<file path="src/rtl/mem_access_stage_if.sv">
// Data-memory port between the MEM-stage controller (master) and the memory (slave).
// The request is level-held until a one-cycle ack; rdata is valid only with ack.
interface mem_access_stage_if;
    logic        req;
    logic        we;
    logic [31:0] addr;
    logic [31:0] wdata;
    logic        ack;
    logic [31:0] rdata;

    modport master (
        output req, we, addr, wdata,
        input  ack, rdata
    );

    modport slave (
        input  req, we, addr, wdata,
        output ack, rdata
    );
endinterface

</file>
<file path="src/rtl/mem_access_stage.sv">
// MEM-stage controller: turns EX/MEM load/store controls into a req/ack memory access,
// freezing the upstream pipeline and bubbling MEM/WB until the access completes.
module mem_access_stage #(
    parameter int unsigned WAIT_LIMIT = 16
) (
    input  logic                       clk,
    input  logic                       rst,
    input  logic [31:0]                exm_pc_branch,
    input  logic                       exm_zf,
    input  logic [31:0]                exm_alu,
    input  logic [31:0]                exm_wdata,
    input  logic [4:0]                 exm_rd,
    input  logic [1:0]                 exm_wb,
    input  logic [2:0]                 exm_m,
    output logic                       pc_src,
    output logic [31:0]                pc_branch,
    output logic                       pipe_stall,
    output logic [31:0]                mem_rdata,
    output logic [31:0]                alu_pass,
    output logic [4:0]                 rd_pass,
    output logic [1:0]                 wb_pass,
    output logic                       mem_err,
    mem_access_stage_if.master         dmem
);

    typedef enum logic [1:0] {
        IDLE = 2'd0,
        BUSY = 2'd1,
        DONE = 2'd2
    } state_t;

    state_t     state_q;
    state_t     state_d;
    logic [7:0] wait_cnt_q;
    logic       req_q;
    logic       access;
    logic       timeout;

    assign access  = exm_m[1] | exm_m[0];
    assign timeout = (state_q == BUSY) && !dmem.ack && (wait_cnt_q == 8'(WAIT_LIMIT - 1));

    always_ff @(posedge clk or posedge rst) begin
        if (rst) begin
            state_q <= IDLE;
            req_q   <= 1'b0;
        end else begin
            state_q <= state_d;
            req_q   <= (state_d == BUSY);
        end
    end

    always_comb begin
        state_d    = state_q;
        pipe_stall = 1'b0;
        unique case (state_q)
            IDLE: begin
                if (access) begin
                    state_d    = BUSY;
                    pipe_stall = 1'b1;
                end
            end
            BUSY: begin
                pipe_stall = 1'b1;
                if (dmem.ack || timeout) begin
                    state_d = DONE;
                end
            end
            DONE:    state_d = IDLE;
            default: state_d = IDLE;
        endcase
        if (rst) begin
            pipe_stall = 1'b0;
        end
    end

    always_ff @(posedge clk or posedge rst) begin
        if (rst) begin
            wait_cnt_q <= '0;
        end else if (state_q == IDLE) begin
            wait_cnt_q <= '0;
        end else if (state_q == BUSY && state_d == BUSY) begin
            wait_cnt_q <= wait_cnt_q + 8'd1;
        end
    end

    // A combined read+write is performed as a write, so the captured load data is 0.
    always_ff @(posedge clk or posedge rst) begin
        if (rst) begin
            mem_rdata <= '0;
            mem_err   <= 1'b0;
        end else if (state_q == BUSY) begin
            if (dmem.ack) begin
                mem_rdata <= exm_m[0] ? 32'd0 : dmem.rdata;
            end else if (timeout) begin
                mem_rdata <= '0;
                mem_err   <= 1'b1;
            end
        end
    end

    assign dmem.req   = req_q;
    assign dmem.we    = exm_m[0];
    assign dmem.addr  = exm_alu;
    assign dmem.wdata = exm_wdata;

    assign pc_src    = exm_m[2] & exm_zf & ~pipe_stall & ~rst;
    assign pc_branch = exm_pc_branch;
    assign alu_pass  = exm_alu;
    assign rd_pass   = exm_rd;
    assign wb_pass   = (pipe_stall || rst) ? 2'b00 : exm_wb;

endmodule

</file>
<file path="src/flat_wrapper.sv">
// flat-port wrapper written by rule: the top's interface ports become plain ports
module mem_access_stage_flat 
#(
    parameter int unsigned WAIT_LIMIT = 16
)
  (clk, rst, exm_pc_branch, exm_zf, exm_alu, exm_wdata, exm_rd, exm_wb, exm_m, pc_src, pc_branch, pipe_stall, mem_rdata, alu_pass, rd_pass, wb_pass, mem_err, dmem_req, dmem_we, dmem_addr, dmem_wdata, dmem_ack, dmem_rdata);
  mem_access_stage_if dmem_i ();
  input  logic clk;
  input  logic rst;
  input  logic [31:0] exm_pc_branch;
  input  logic exm_zf;
  input  logic [31:0] exm_alu;
  input  logic [31:0] exm_wdata;
  input  logic [4:0] exm_rd;
  input  logic [1:0] exm_wb;
  input  logic [2:0] exm_m;
  output logic pc_src;
  output logic [31:0] pc_branch;
  output logic pipe_stall;
  output logic [31:0] mem_rdata;
  output logic [31:0] alu_pass;
  output logic [4:0] rd_pass;
  output logic [1:0] wb_pass;
  output logic mem_err;
  output wire logic [$bits(dmem_i.req)-1:0] dmem_req;
  output wire logic [$bits(dmem_i.we)-1:0] dmem_we;
  output wire logic [$bits(dmem_i.addr)-1:0] dmem_addr;
  output wire logic [$bits(dmem_i.wdata)-1:0] dmem_wdata;
  input wire logic [$bits(dmem_i.ack)-1:0] dmem_ack;
  input wire logic [$bits(dmem_i.rdata)-1:0] dmem_rdata;
  assign dmem_req = dmem_i.req;
  assign dmem_we = dmem_i.we;
  assign dmem_addr = dmem_i.addr;
  assign dmem_wdata = dmem_i.wdata;
  assign dmem_i.ack = dmem_ack;
  assign dmem_i.rdata = dmem_rdata;
  mem_access_stage #(.WAIT_LIMIT(WAIT_LIMIT)) u_core (.clk(clk), .rst(rst), .exm_pc_branch(exm_pc_branch), .exm_zf(exm_zf), .exm_alu(exm_alu), .exm_wdata(exm_wdata), .exm_rd(exm_rd), .exm_wb(exm_wb), .exm_m(exm_m), .pc_src(pc_src), .pc_branch(pc_branch), .pipe_stall(pipe_stall), .mem_rdata(mem_rdata), .alu_pass(alu_pass), .rd_pass(rd_pass), .wb_pass(wb_pass), .mem_err(mem_err), .dmem(dmem_i));
endmodule
</file>
<file path="config.mk">
export PLATFORM = sky130hd
export DESIGN_NAME = mem_access_stage_flat
export DESIGN_NICKNAME = d
export VERILOG_FILES = /design/src/rtl/mem_access_stage_if.sv /design/src/rtl/mem_access_stage.sv /design/src/flat_wrapper.sv
export SDC_FILE = /design/constraint.sdc
export NUM_CORES = 1
export LEC_CHECK = 0
export ABC_CLOCK_PERIOD_IN_PS = 2100
export BUFFER_PORTS_ARGS = -buffer_cell sky130_fd_sc_hd__clkbuf_2
export CAP_MARGIN = 30
export CORE_AREA = 4 4 119 121
export CTS_CLUSTER_SIZE = 14
export DETAILED_ROUTE_END_ITERATION = 16
export DIE_AREA = 0 0 123 125
export SYNTH_ARGS = -nofsm -noshare
export SYNTH_HDL_FRONTEND = slang
export SYNTH_SLANG_ARGS = --single-unit
</file>
<file path="constraint.sdc">
create_clock -name clk -period 2.1 [get_ports clk]
set_input_delay 0.105 -clock clk [delete_from_list [all_inputs] [get_ports clk]]
set_output_delay 0.105 -clock clk [all_outputs]
set_load 0.005 [all_outputs]
</file>
==> run summary, run 1 <==
==================================================================================================
Distinct cells, synth                                                                           30
Maximum root-to-sink buffer count                                                                2
Placement Rows                                                                                  42
First-pass GRT wire length                                                               11,100 um
Proportion of netlist area held by the largest area contributor                              0.358
Cell taking the most area after synthesis                                             sky130_fd_sc_hd__dfrtp_1
Number of antenna cells inserted                                                                 0
Startpoint type of the worst setup path                                                  flip-flop
Number of filler instances in the final layout                                               1,438
Final setup viols                                                                                0
Clock root buffer master                                                              sky130_fd_sc_hd__clkbuf_16
Violated checks                                                                        hold timing
Unrepaired setup endpoints after global routing                                                 no
Number of antenna violations at the first check in global routing                                0
Placer Congestion                                                                            0.761
Highest ir drop seen on vdd                                                                 343 uV
Leading cell type in the layout, fill and taps excluded                               sky130_fd_sc_hd__clkbuf_2
Layout area overhead                                                                        -9.16%
Outcome                                                                               complete, but fails checks
Synthesis warning total                                                                          0
Count of mapped cells out of synthesis                                                         350
Number of top-level pins                                                                       314
Number of flops mapped to enable cells by yosys                                                  0
Rel. slew slack                                                                              0.619
Total power per unit cell area                                                         934 mW/mm^2
DRT Pass-1 Iters                                                                                 4
Number of design rule violations left after detail routing                                       0
Clock latency on the worst-skew pair                                                        290 ps
Arrival time of data at the critical path endpoint                                         1710 ps
Routed via count                                                                             1,985
XOR/XNOR share of the synthesized area                                                           0
Placement Cell Area                                                                   0.00265 sq mm
Sequential fraction of the synthesis area                                                    0.358
DIE AREA                                                                              0.0154 sq mm
Synth Area in Compound Gates                                                                 0.166
Final Slew Violations                                                                            0
Total routing resource utilization after global routing                                     0.0914
Post-Synthesis Net Count                                                                       493
Flip-flop and latch count after synthesis                                                       44
TritonCTS Sinks                                                                                 44
Post-route cell area                                                                  0.00279 sq mm
Endpoints failing hold                                                                          10
HPWL reported at the end of detailed placement                                             5410 um
Largest net degree at the start of global routing                                               45
Post-CTS Setup Bufs                                                                              0
Total wirelength of the detailed-routed design                                             7310 um
Total Neg Setup Slack                                                                         0 ps
Crit path time final                                                                       1820 ps
Length in cells of the worst reg-to-reg path                                                     5
Placed cells                                                                                   462
Leakage power                                                                              1.34 nW
Capturing element type of the critical path                                             output pin
Starting density of the core                                                                 0.235
Via density                                                                                   4.23
Fmax                                                                                     0.550 GHz
Ys async rst share                                                                            1.00
Placeable core area                                                                   0.0131 sq mm
Required @ worst endpoint                                                                  2000 ps
Die boundary width                                                                          123 um
Clock transition time at the flip-flop clock pins of the worst setup and hold paths          60 ps
Main synth FF type                                                                    sky130_fd_sc_hd__dfrtp_1
Most frequent cells in the layout                                                     sky130_fd_sc_hd__clkbuf_2, sky130_fd_sc_hd__dfrtp_1, sky130_fd_sc_hd__o21ai_0, sky130_fd_sc_hd__nand2_1, sky130_fd_sc_hd__o21ai_1
Classification of the worst setup path                                                     reg2out
Worst setup skew after layout                                                              8.81 ps
Post-Syn Area                                                                         0.00307 sq mm
Worst hold-check path type                                                                in2async
Combinational family with the most area after synthesis                               buffers and inverters
Die boundary height                                                                         125 um
Flip-flop and latch area                                                              0.00110 sq mm
Per-instance average area after synthesis                                               8.78 sq um
Maximum net fanout on the critical path                                                         12
NumNets Final                                                                                  436
Simple-gate area share of the yosys netlist                                                  0.105
TritonCTS Buffers                                                                                5
CTS Hold Buffers Added                                                                           0
Total of cells resized after clock tree synthesis                                                0
Area of combinational cells with multiple inputs                                         868 sq um
Count of placed standard cells in the final layout, fillers left out                           469
CTS tree                                                                                       yes
Initial DRC Count                                                                               66
Number of input and output port buffers inserted                                                79
Min Hold Slack                                                                            -7.12 ps
Tcrit/Tclk final                                                                             0.866
Area share of fa/ha/maj cells after synthesis                                              0.00407
Max H-tree Level                                                                                 2
Proportion of layout cells with a drive suffix above 1                                       0.403
Average routed wire per standard cell                                                      15.6 um
Worst-margin pin slew                                                                       572 ps
Number of global-route vias before repair                                                    2,068
Top post-synthesis cells by area                                                      sky130_fd_sc_hd__dfrtp_1, sky130_fd_sc_hd__buf_4, sky130_fd_sc_hd__o21ai_0, sky130_fd_sc_hd__nand2_1, sky130_fd_sc_hd__o21ai_2
Leftover overflow at the end of global routing                                                   0
Post-DRT Antenna Nets                                                                            0
Mux share of post-synthesis cell area                                                      0.00652
Maximum Capacitance Violations                                                                   0
==================================================================================================
==> area by class of cell <==
| cell class | instances | share of cell area |
|---|---|---|
| clock buffers | 5 | 0.0448 |
| well taps | 176 | 0.0789 |
| multi-input cells | 153 | 0.311 |
| clock inverters | 2 | 0.00448 |
| repair buffers | 87 | 0.163 |
| inverters | 2 | 0.00269 |
| flip-flops and latches | 44 | 0.395 |
==> Yosys cell counts, drive strengths merged (3+ instances only) <==
library cell and count:
buf 139, o21ai 72, dfrtp 44, nand2 33, clkbuf 12, nor2 10, and2 4, and3 4
nor3 4, or2 4, a31o 3
==> power breakdown <==
part / total (W) / internal [W] / switching, W
clock network: 0.000759 / 0.000432 / 0.000327
logic: 0.000695 / 0.000296 / 0.000400
registers: 0.00115 / 0.00102 / 0.000132
total: 0.00260 / 0.00175 / 0.000859
==> logic make-up after synthesis <==
kind of cell	after synthesis
DFF	44
buffers and inverters	153
AOI/OAI and AO/OA	83
and+or+nand+nor	67
muxes	2
adders and majority gates	1
==> worst paths after layout <==
check                                       end  slack [ps]            startpoint
setup / recovery                         pc_src         280     u_core.state_q[0]
hold / removal             u_core.mem_rdata[25]          -7                   rst
setup reg to reg           u_core.mem_rdata[20]         300  u_core.wait_cnt_q[0]
hold reg to reg                  u_core.mem_err         470        u_core.mem_err
max in group asynchronous   u_core.mem_rdata[3]        1710                   rst
min in group clk           u_core.mem_rdata[25]          30        dmem_rdata[25]
==> sequential cells by signal, indices dropped and copies added (netlist names) <==
name               count
u_core.dmem.req        1
u_core.mem_err         1
u_core.wait_cnt_q      8
u_core.state_q         2
u_core.mem_rdata      32
==> critical path: stages, from the launching register on <==
cell	delay, ps
sky130_fd_sc_hd__dfrtp_1	550
sky130_fd_sc_hd__nor3_1	80
sky130_fd_sc_hd__buf_4	160
sky130_fd_sc_hd__nor2_1	390
sky130_fd_sc_hd__nor3_1	120
sky130_fd_sc_hd__clkbuf_2	140
==> metal layers <==
| layer | track usage | share of wire | vias up |
|---|---|---|---|
| li1 | - | - | 911 |
| met1 | 0.0977 | 0.36 | 920 |
| met2 | 0.153 | 0.48 | 99 |
| met3 | 0.0271 | 0.096 | 55 |
| met4 | 0.0619 | 0.063 | 0 |
| met5 | 0 | 0 | - |
==> metrics by stage <==
stage	power [W]	setup slack [ps]	util
final	0.00260	282	0.213
after global routing	0.00279	131	0.213
after CTS	0.00265	236	0.213
after detailed placement	0.00188	224	0.203
after global placement	0.00186	323	0.203
after floorplan	0.00177	413	-
No activity file was read; power rests on OpenSTA's default activity.
==> run 2: changes to the inputs <==
- ABC_CLOCK_PERIOD_IN_PS: 2100 -> unset
- CORE_AREA: 4 4 119 121 -> 3 3 122 124
- DIE_AREA: 0 0 123 125 -> 0 0 125 127
==> run 2 against run 1 <==
Against the previous run:
- the flow now finishes without violations
- wire length fell by 7.4%
- first-iteration DRC count grew 29%
- combinational power increased by 2%
- clock power is 11% higher
- global-route usage down 0.76 points
- largest power group unchanged
==> run summary, run 2 (same netlist as run 1, synthesis figures left out) <==
==================================================================================================
Outcome                                                                                  completed   was complete, but fails checks
Switching share of power                                                                     0.311   was 0.330
Classification of the worst setup path                                                     reg2reg   was reg2out
Post-DRT Antenna Nets                                                                            0   unchanged
Via density                                                                                   4.22   was 4.23
DRT Pass-1 Iters                                                                                 4   unchanged
Register name with the most flops                                                     u_core.mem_rdata   unchanged
Total of cells resized after clock tree synthesis                                                0   unchanged
Proportion of layout cells with a drive suffix above 1                                       0.403   unchanged
Sequential share of power                                                                    0.427   was 0.442
First-pass GRT wire length                                                               11,000 um   was 11,100 um
Total routing resource utilization after global routing                                     0.0838   was 0.0914
Fmax                                                                                     0.536 GHz   was 0.550 GHz
TritonCTS Buffers                                                                                5   unchanged
Met2 Resource Use GR                                                                         0.131   was 0.153
Highest ir drop seen on vdd                                                                 322 uV   was 343 uV
Placeable core area                                                                   0.0139 sq mm   was 0.0131 sq mm
HPWL reported at the end of detailed placement                                             5040 um   was 5410 um
Cell-internal power                                                                      0.00187 W   was 0.00175 W
Rel. slew slack                                                                              0.624   was 0.619
Worst hold-check path type                                                                in2async   unchanged
Tcrit/Tclk final                                                                             0.889   was 0.866
Share of total power in the clock network                                                    0.311   was 0.291
Starting density of the core                                                                 0.221   was 0.235
Unrepaired setup endpoints after global routing                                                 no   unchanged
Biggest registers after layout                                                        u_core.mem_rdata x32, u_core.wait_cnt_q x8, u_core.state_q x2   unchanged
Launching instance or port of the critical path                                       u_core.wait_cnt_q[0]   was u_core.state_q[0]
Total wirelength of the detailed-routed design                                             6770 um   was 7310 um
Clock transition time at the flip-flop clock pins of the worst setup and hold paths          60 ps   about the same
Endpoint of the lowest-slack register-to-register path                                u_core.wait_cnt_q[3]   was u_core.mem_rdata[20]
Crit path time final                                                                       1870 ps   was 1820 ps
Number of antenna violations at the first check in global routing                                0   unchanged
Placer Congestion                                                                            0.671   was 0.761
Number of design rule violations left after detail routing                                       0   unchanged
Maximum net fanout on the critical path                                                         30   was 12
Final Slew Violations                                                                            0   unchanged
Total Neg Setup Slack                                                                         0 ps   unchanged
Layout area overhead                                                                        -8.19%   was -9.16%
Length in cells of the worst reg-to-reg path                                                     6   was 5
Routed via count                                                                             1,994   was 1,985
Largest net degree at the start of global routing                                               45   unchanged
CTS tree                                                                                       yes   unchanged
Worst-margin pin slew                                                                       564 ps   was 572 ps
TritonCTS Sinks                                                                                 44   unchanged
Leftover overflow at the end of global routing                                                   0   unchanged
Placement Cell Area                                                                   0.00267 sq mm   was 0.00265 sq mm
Beginning of the worst register-to-register path                                      u_core.wait_cnt_q[0]   unchanged
Number of antenna cells inserted                                                                 0   unchanged
R2R Setup Slk                                                                               230 ps   was 300 ps
NumNets Final                                                                                  437   was 436
Global route hottest layer                                                                    met2   unchanged
Leakage power                                                                              1.36 nW   was 1.34 nW
Initial DRC Count                                                                               85   was 66
Required @ worst endpoint                                                                  2270 ps   was 2000 ps
Clock latency on the worst-skew pair                                                        280 ps   was 290 ps
Placement Rows                                                                                  43   was 42
Most frequent cells in the layout                                                     sky130_fd_sc_hd__clkbuf_2, sky130_fd_sc_hd__dfrtp_1, sky130_fd_sc_hd__o21ai_0, sky130_fd_sc_hd__nand2_1, sky130_fd_sc_hd__o21ai_1   unchanged
GRT met1 Usage                                                                               0.102   was 0.0977
Power share of the combinational group                                                       0.263   was 0.267
Maximum root-to-sink buffer count                                                                2   unchanged
Die boundary width                                                                          125 um   was 123 um
Post-route cell area                                                                  0.00282 sq mm   was 0.00279 sq mm
Average routed wire per standard cell                                                      14.3 um   was 15.6 um
CP endpoint                                                                           u_core.wait_cnt_q[3]   was pc_src
Startpoint type of the worst setup path                                                  flip-flop   unchanged
Flip-flop count of the largest register after layout                                            32   unchanged
Number of global-route vias before repair                                                    2,019   was 2,068
CTS Hold Buffers Added                                                                           0   unchanged
Max H-tree Level                                                                                 2   unchanged
Total power per unit cell area                                                         960 mW/mm^2   was 934 mW/mm^2
Die boundary height                                                                         127 um   was 125 um
Capturing element type of the critical path                                              flip-flop   was output pin
Post-CTS Setup Bufs                                                                              0   unchanged
Endpoints failing hold                                                                           0   was 10
Leading cell type in the layout, fill and taps excluded                               sky130_fd_sc_hd__clkbuf_2   unchanged
Worst setup skew after layout                                                              7.70 ps   was 8.81 ps
Number of input and output port buffers inserted                                                79   unchanged
GR Layer Usage met3                                                                         0.0297   was 0.0271
Clock root buffer master                                                              sky130_fd_sc_hd__clkbuf_16   unchanged
Number of top-level pins                                                                       314   unchanged
Reported net switching power                                                            0.000842 W   was 0.000859 W
Maximum Capacitance Violations                                                                   0   unchanged
DIE AREA                                                                              0.0159 sq mm   was 0.0154 sq mm
Final setup viols                                                                                0   unchanged
Arrival time of data at the critical path endpoint                                         2040 ps   was 1710 ps
==================================================================================================
[run 2: final cells by class]
class	count	area, sq um
Fill cell	1543	11100
Tap cell	180	225
Clock inverter	1	30.0
Multi-Input combinational cell	153	868
Inverter	2	7.51
Clock buffer	5	125
Sequential cell	44	1100
Timing Repair Buffer	88	463
[run 2: metal layers]
layer  vias to the layer above  share of wire
met5                         -              0
li1                        908              -
met3                        49          0.092
met2                       111           0.46
met4                         0          0.038
met1                       926           0.40
[run 2: metrics by stage]
stage	power [W]	setup WS, ps	cells	util	hold WS (ps)
final	0.00271	233	473	0.203	11.4
after global routing	0.00291	99.3	473	0.203	39.4
after CTS	0.00276	239	473	0.203	33.8
after detailed placement	0.00190	257	467	0.192	210
after global placement	0.00188	316	467	0.192	210
after floorplan	0.00177	413	350	-	232
[run 2: critical path, cell delays in order (launching register included)]
cell and delay (ps):
sky130_fd_sc_hd__dfrtp_1 410, sky130_fd_sc_hd__ha_1 220, sky130_fd_sc_hd__and2_1 160, sky130_fd_sc_hd__a32oi_4 250
sky130_fd_sc_hd__buf_4 320, sky130_fd_sc_hd__a41oi_1 160, sky130_fd_sc_hd__a41o_1 230
[run 2: how the worst min path moves through the flow]
| stage | startpoint | end | slack, ps | cells after the start |
|---|---|---|---|---|
| final | rst | u_core.wait_cnt_q[4] | 10 | 3 |
| after global routing | dmem_rdata[6] | u_core.mem_rdata[6] | 40 | 3 |
| after CTS | dmem_rdata[7] | u_core.mem_rdata[7] | 30 | 3 |
| after detailed placement | exm_wdata[0] | dmem_wdata[0] | 210 | 0 |
| after floorplan | dmem_rdata[0] | u_core.mem_rdata[0] | 230 | 2 |
| after global placement | exm_wdata[0] | dmem_wdata[0] | 210 | 0 |
[run 2: power groups by stage]
| stage | Clock [W] | Combinational, W | Sequential, W |
|---|---|---|---|
| after floorplan | 0 | 0.000634 | 0.00113 |
| after global routing | 0.000909 | 0.000812 | 0.00119 |
| after detailed placement | 0 | 0.000730 | 0.00117 |
| final | 0.000842 | 0.000711 | 0.00116 |
| after CTS | 0.000873 | 0.000730 | 0.00116 |
| after global placement | 0 | 0.000714 | 0.00117 |
==> run 3: changes to the inputs <==
- CORE_AREA: 3 3 122 124 -> 2 2 121 123
- DIE_AREA: 0 0 125 127 -> 0 0 123 125
==> run 3 against run 2 <==
Against the previous run:
- the run now ends with hold timing left
- cell area barely moved
- fmax decreased by 0.54%
- count of clock-buffer cells in the layout stayed put
- worst hold slack worse by 27 ps
- clock power is 6.3% lower
- combinational power grew 4.4%
- critical path depth down 2
- clock skew fell by 4.2 ps
- via count is 1.2% higher
- setup slack lost 10 ps
- die area is 3.1% lower
- wire length about the same
- critical path type is now reg2out
- highest routed layer unchanged
==> run summary, run 3 (same netlist as run 1, synthesis figures left out) <==
==================================================================================================
Outcome                                                                               complete, but fails checks   was completed
Violated checks                                                                        hold timing
Crit path time final                                                                       1880 ps   was 1870 ps
Final Slew Violations                                                                            0   unchanged
Endpoints failing hold                                                                           6   was 0
Number of antenna violations at the first check in global routing                                0   unchanged
Initial DRC Count                                                                               70   was 85
Total routing resource utilization after global routing                                     0.0872   was 0.0838
Global route hottest layer                                                                    met2   unchanged
Maximum root-to-sink buffer count                                                                2   unchanged
Number of design rule violations left after detail routing                                       0   unchanged
Fmax                                                                                     0.533 GHz   was 0.536 GHz
Total power of the final layout                                                          0.00267 W   was 0.00271 W
Crit-path most repeated cell                                                          sky130_fd_sc_hd__nor3_1
Flip-flop count of the largest register after layout                                            32   unchanged
TritonCTS Buffers                                                                                5   unchanged
Post-CTS Setup Bufs                                                                              0   unchanged
Beginning of the worst register-to-register path                                      u_core.wait_cnt_q[0]   unchanged
Maximum net fanout on the critical path                                                          8   was 30
GRT met1 Usage                                                                              0.0990   was 0.102
Via density                                                                                   4.21   was 4.22
Total power per unit cell area                                                         946 mW/mm^2   was 960 mW/mm^2
Starting density of the core                                                                 0.216   was 0.221
Total Neg Setup Slack                                                                         0 ps   unchanged
Number of input and output port buffers inserted                                                79   unchanged
Rel. slew slack                                                                              0.615   was 0.624
Register name with the most flops                                                     u_core.mem_rdata   unchanged
Unrepaired setup endpoints after global routing                                                 no   unchanged
Number of top-level pins                                                                       314   unchanged
Buffer and inverter count on the worst path                                                      1   unchanged
Maximum Capacitance Violations                                                                   0   unchanged
CP top delay family                                                                   simple AND/OR/NAND/NOR gates   was compound AO/OA/AOI/OAI gates
Capturing element type of the critical path                                             output pin   was flip-flop
Clock transition time at the flip-flop clock pins of the worst setup and hold paths          70 ps   was 60 ps
Placeable core area                                                                   0.0142 sq mm   was 0.0139 sq mm
Launching instance or port of the critical path                                       u_core.state_q[0]   was u_core.wait_cnt_q[0]
DRT Pass-1 Iters                                                                                 4   unchanged
Tcrit/Tclk final                                                                             0.894   was 0.889
Number of antenna cells inserted                                                                 0   unchanged
R2R Setup Slk                                                                               250 ps   was 230 ps
Worst hold-check path type                                                                in2async   unchanged
CTS tree                                                                                       yes   unchanged
HPWL reported at the end of detailed placement                                             4950 um   was 5040 um
Post-DRT Antenna Nets                                                                            0   unchanged
GR Layer Usage met3                                                                         0.0319   was 0.0297
Slowest stage cell, crit path                                                         sky130_fd_sc_hd__dfrtp_1   unchanged
CTS Hold Buffers Added                                                                           0   unchanged
Leakage power                                                                              1.35 nW   was 1.36 nW
Worst-margin pin slew                                                                       577 ps   was 564 ps
Leftover overflow at the end of global routing                                                   0   unchanged
Most frequent cells in the layout                                                     sky130_fd_sc_hd__clkbuf_2, sky130_fd_sc_hd__dfrtp_1, sky130_fd_sc_hd__o21ai_0, sky130_fd_sc_hd__nand2_1, sky130_fd_sc_hd__o21ai_1   unchanged
Min Hold Slack                                                                            -15.8 ps   was 11.4 ps
Die boundary height                                                                         125 um   was 127 um
Total wirelength of the detailed-routed design                                             6770 um   about the same
Die boundary width                                                                          123 um   was 125 um
Proportion of layout cells with a drive suffix above 1                                       0.407   was 0.403
Biggest registers after layout                                                        u_core.mem_rdata x32, u_core.wait_cnt_q x8, u_core.state_q x2   unchanged
Routed via count                                                                             2,017   was 1,994
TritonCTS Sinks                                                                                 44   unchanged
Final setup viols                                                                                0   unchanged
Classification of the worst setup path                                                     reg2out   was reg2reg
Clock latency on the worst-skew pair                                                        290 ps   was 280 ps
Worst setup skew after layout                                                              3.53 ps   was 7.70 ps
Clock root buffer master                                                              sky130_fd_sc_hd__clkbuf_16   unchanged
First-pass GRT wire length                                                               10,500 um   was 11,000 um
Placement Rows                                                                                  44   was 43
Arrival time of data at the critical path endpoint                                         1770 ps   was 2040 ps
Total of cells resized after clock tree synthesis                                                0   unchanged
Largest net degree at the start of global routing                                               45   unchanged
DIE AREA                                                                              0.0154 sq mm   was 0.0159 sq mm
Average routed wire per standard cell                                                      14.1 um   was 14.3 um
Cell-by-cell trace of the critical path                                               nor3_1, nor2_1, nor3_1, clkbuf_2   was ha_1, and2_1, a32oi_4, buf_4, a41oi_1, a41o_1
Highest ir drop seen on vdd                                                                 335 uV   was 322 uV
Leading cell type in the layout, fill and taps excluded                               sky130_fd_sc_hd__clkbuf_2   unchanged
Required @ worst endpoint                                                                  2000 ps   was 2270 ps
Met2 Resource Use GR                                                                         0.143   was 0.131
NumNets Final                                                                                  437   unchanged
Placer Congestion                                                                            0.742   was 0.671
Highest cell delay on the worst timing path                                                 470 ps   was 410 ps
Layout area overhead                                                                        -8.23%   was -8.19%
Number of global-route vias before repair                                                    1,979   was 2,019
Max H-tree Level                                                                                 2   unchanged
Startpoint type of the worst setup path                                                  flip-flop   unchanged
==================================================================================================
[run 3: cell types whose count changed in the layout (fill, tap and decap cells not counted), sizes merged]
cell	delta
clkinvlp	+2
bufinv	-1
clkinv	+1
[run 3: layout make-up]
| cell class | count | area (sq um) |
|---|---|---|
| Timing Repair Buffer | 88 | 463 |
| Tap cell | 184 | 230 |
| Fill cell | 1614 | 11400 |
| Clock inverter | 3 | 23.8 |
| Inverter | 2 | 7.51 |
| Multi-Input combinational cell | 153 | 868 |
| Clock buffer | 5 | 125 |
| Sequential cell | 44 | 1100 |
[run 3: metal layers]
metal	vias up	part of all wire
li1	910	-
met1	968	0.38
met2	100	0.49
met3	39	0.092
met4	0	0.033
met5	-	0
[run 3: power by group]
part	internal (W)	switching (W)	total [W]	leakage (nW)
clock	0.000443	0.000346	0.000789	0.0660
sequential	0.00102	0.000116	0.00113	0.591
combinational	0.000304	0.000439	0.000742	0.691
total	0.00177	0.000901	0.00267	1.35
[run 3: through the flow]
step,setup WS [ps],std cells,utilization,area (sq um)
after floorplan,413,350,-,3070
after global placement,325,471,0.188,2670
after detailed placement,259,471,0.188,2670
after CTS,149,479,0.198,2820
after global routing,80.3,479,0.198,2820
final,223,479,0.198,2820
[run 3: path summary, 6_finish.rpt]
kind                                   endpoint  cells after the start
min reg2reg                      u_core.mem_err                      1
min                        u_core.mem_rdata[25]                      3
max reg2reg                u_core.wait_cnt_q[3]                      6
max in group asynchronous  u_core.mem_rdata[19]                      3
max                                      pc_src                      4
min in group clk           u_core.mem_rdata[30]                      3
[run 3: tightest hold or removal path: stages]
cell,delay [ps]
sky130_fd_sc_hd__clkbuf_2,100
sky130_fd_sc_hd__inv_2,60
sky130_fd_sc_hd__buf_4,470
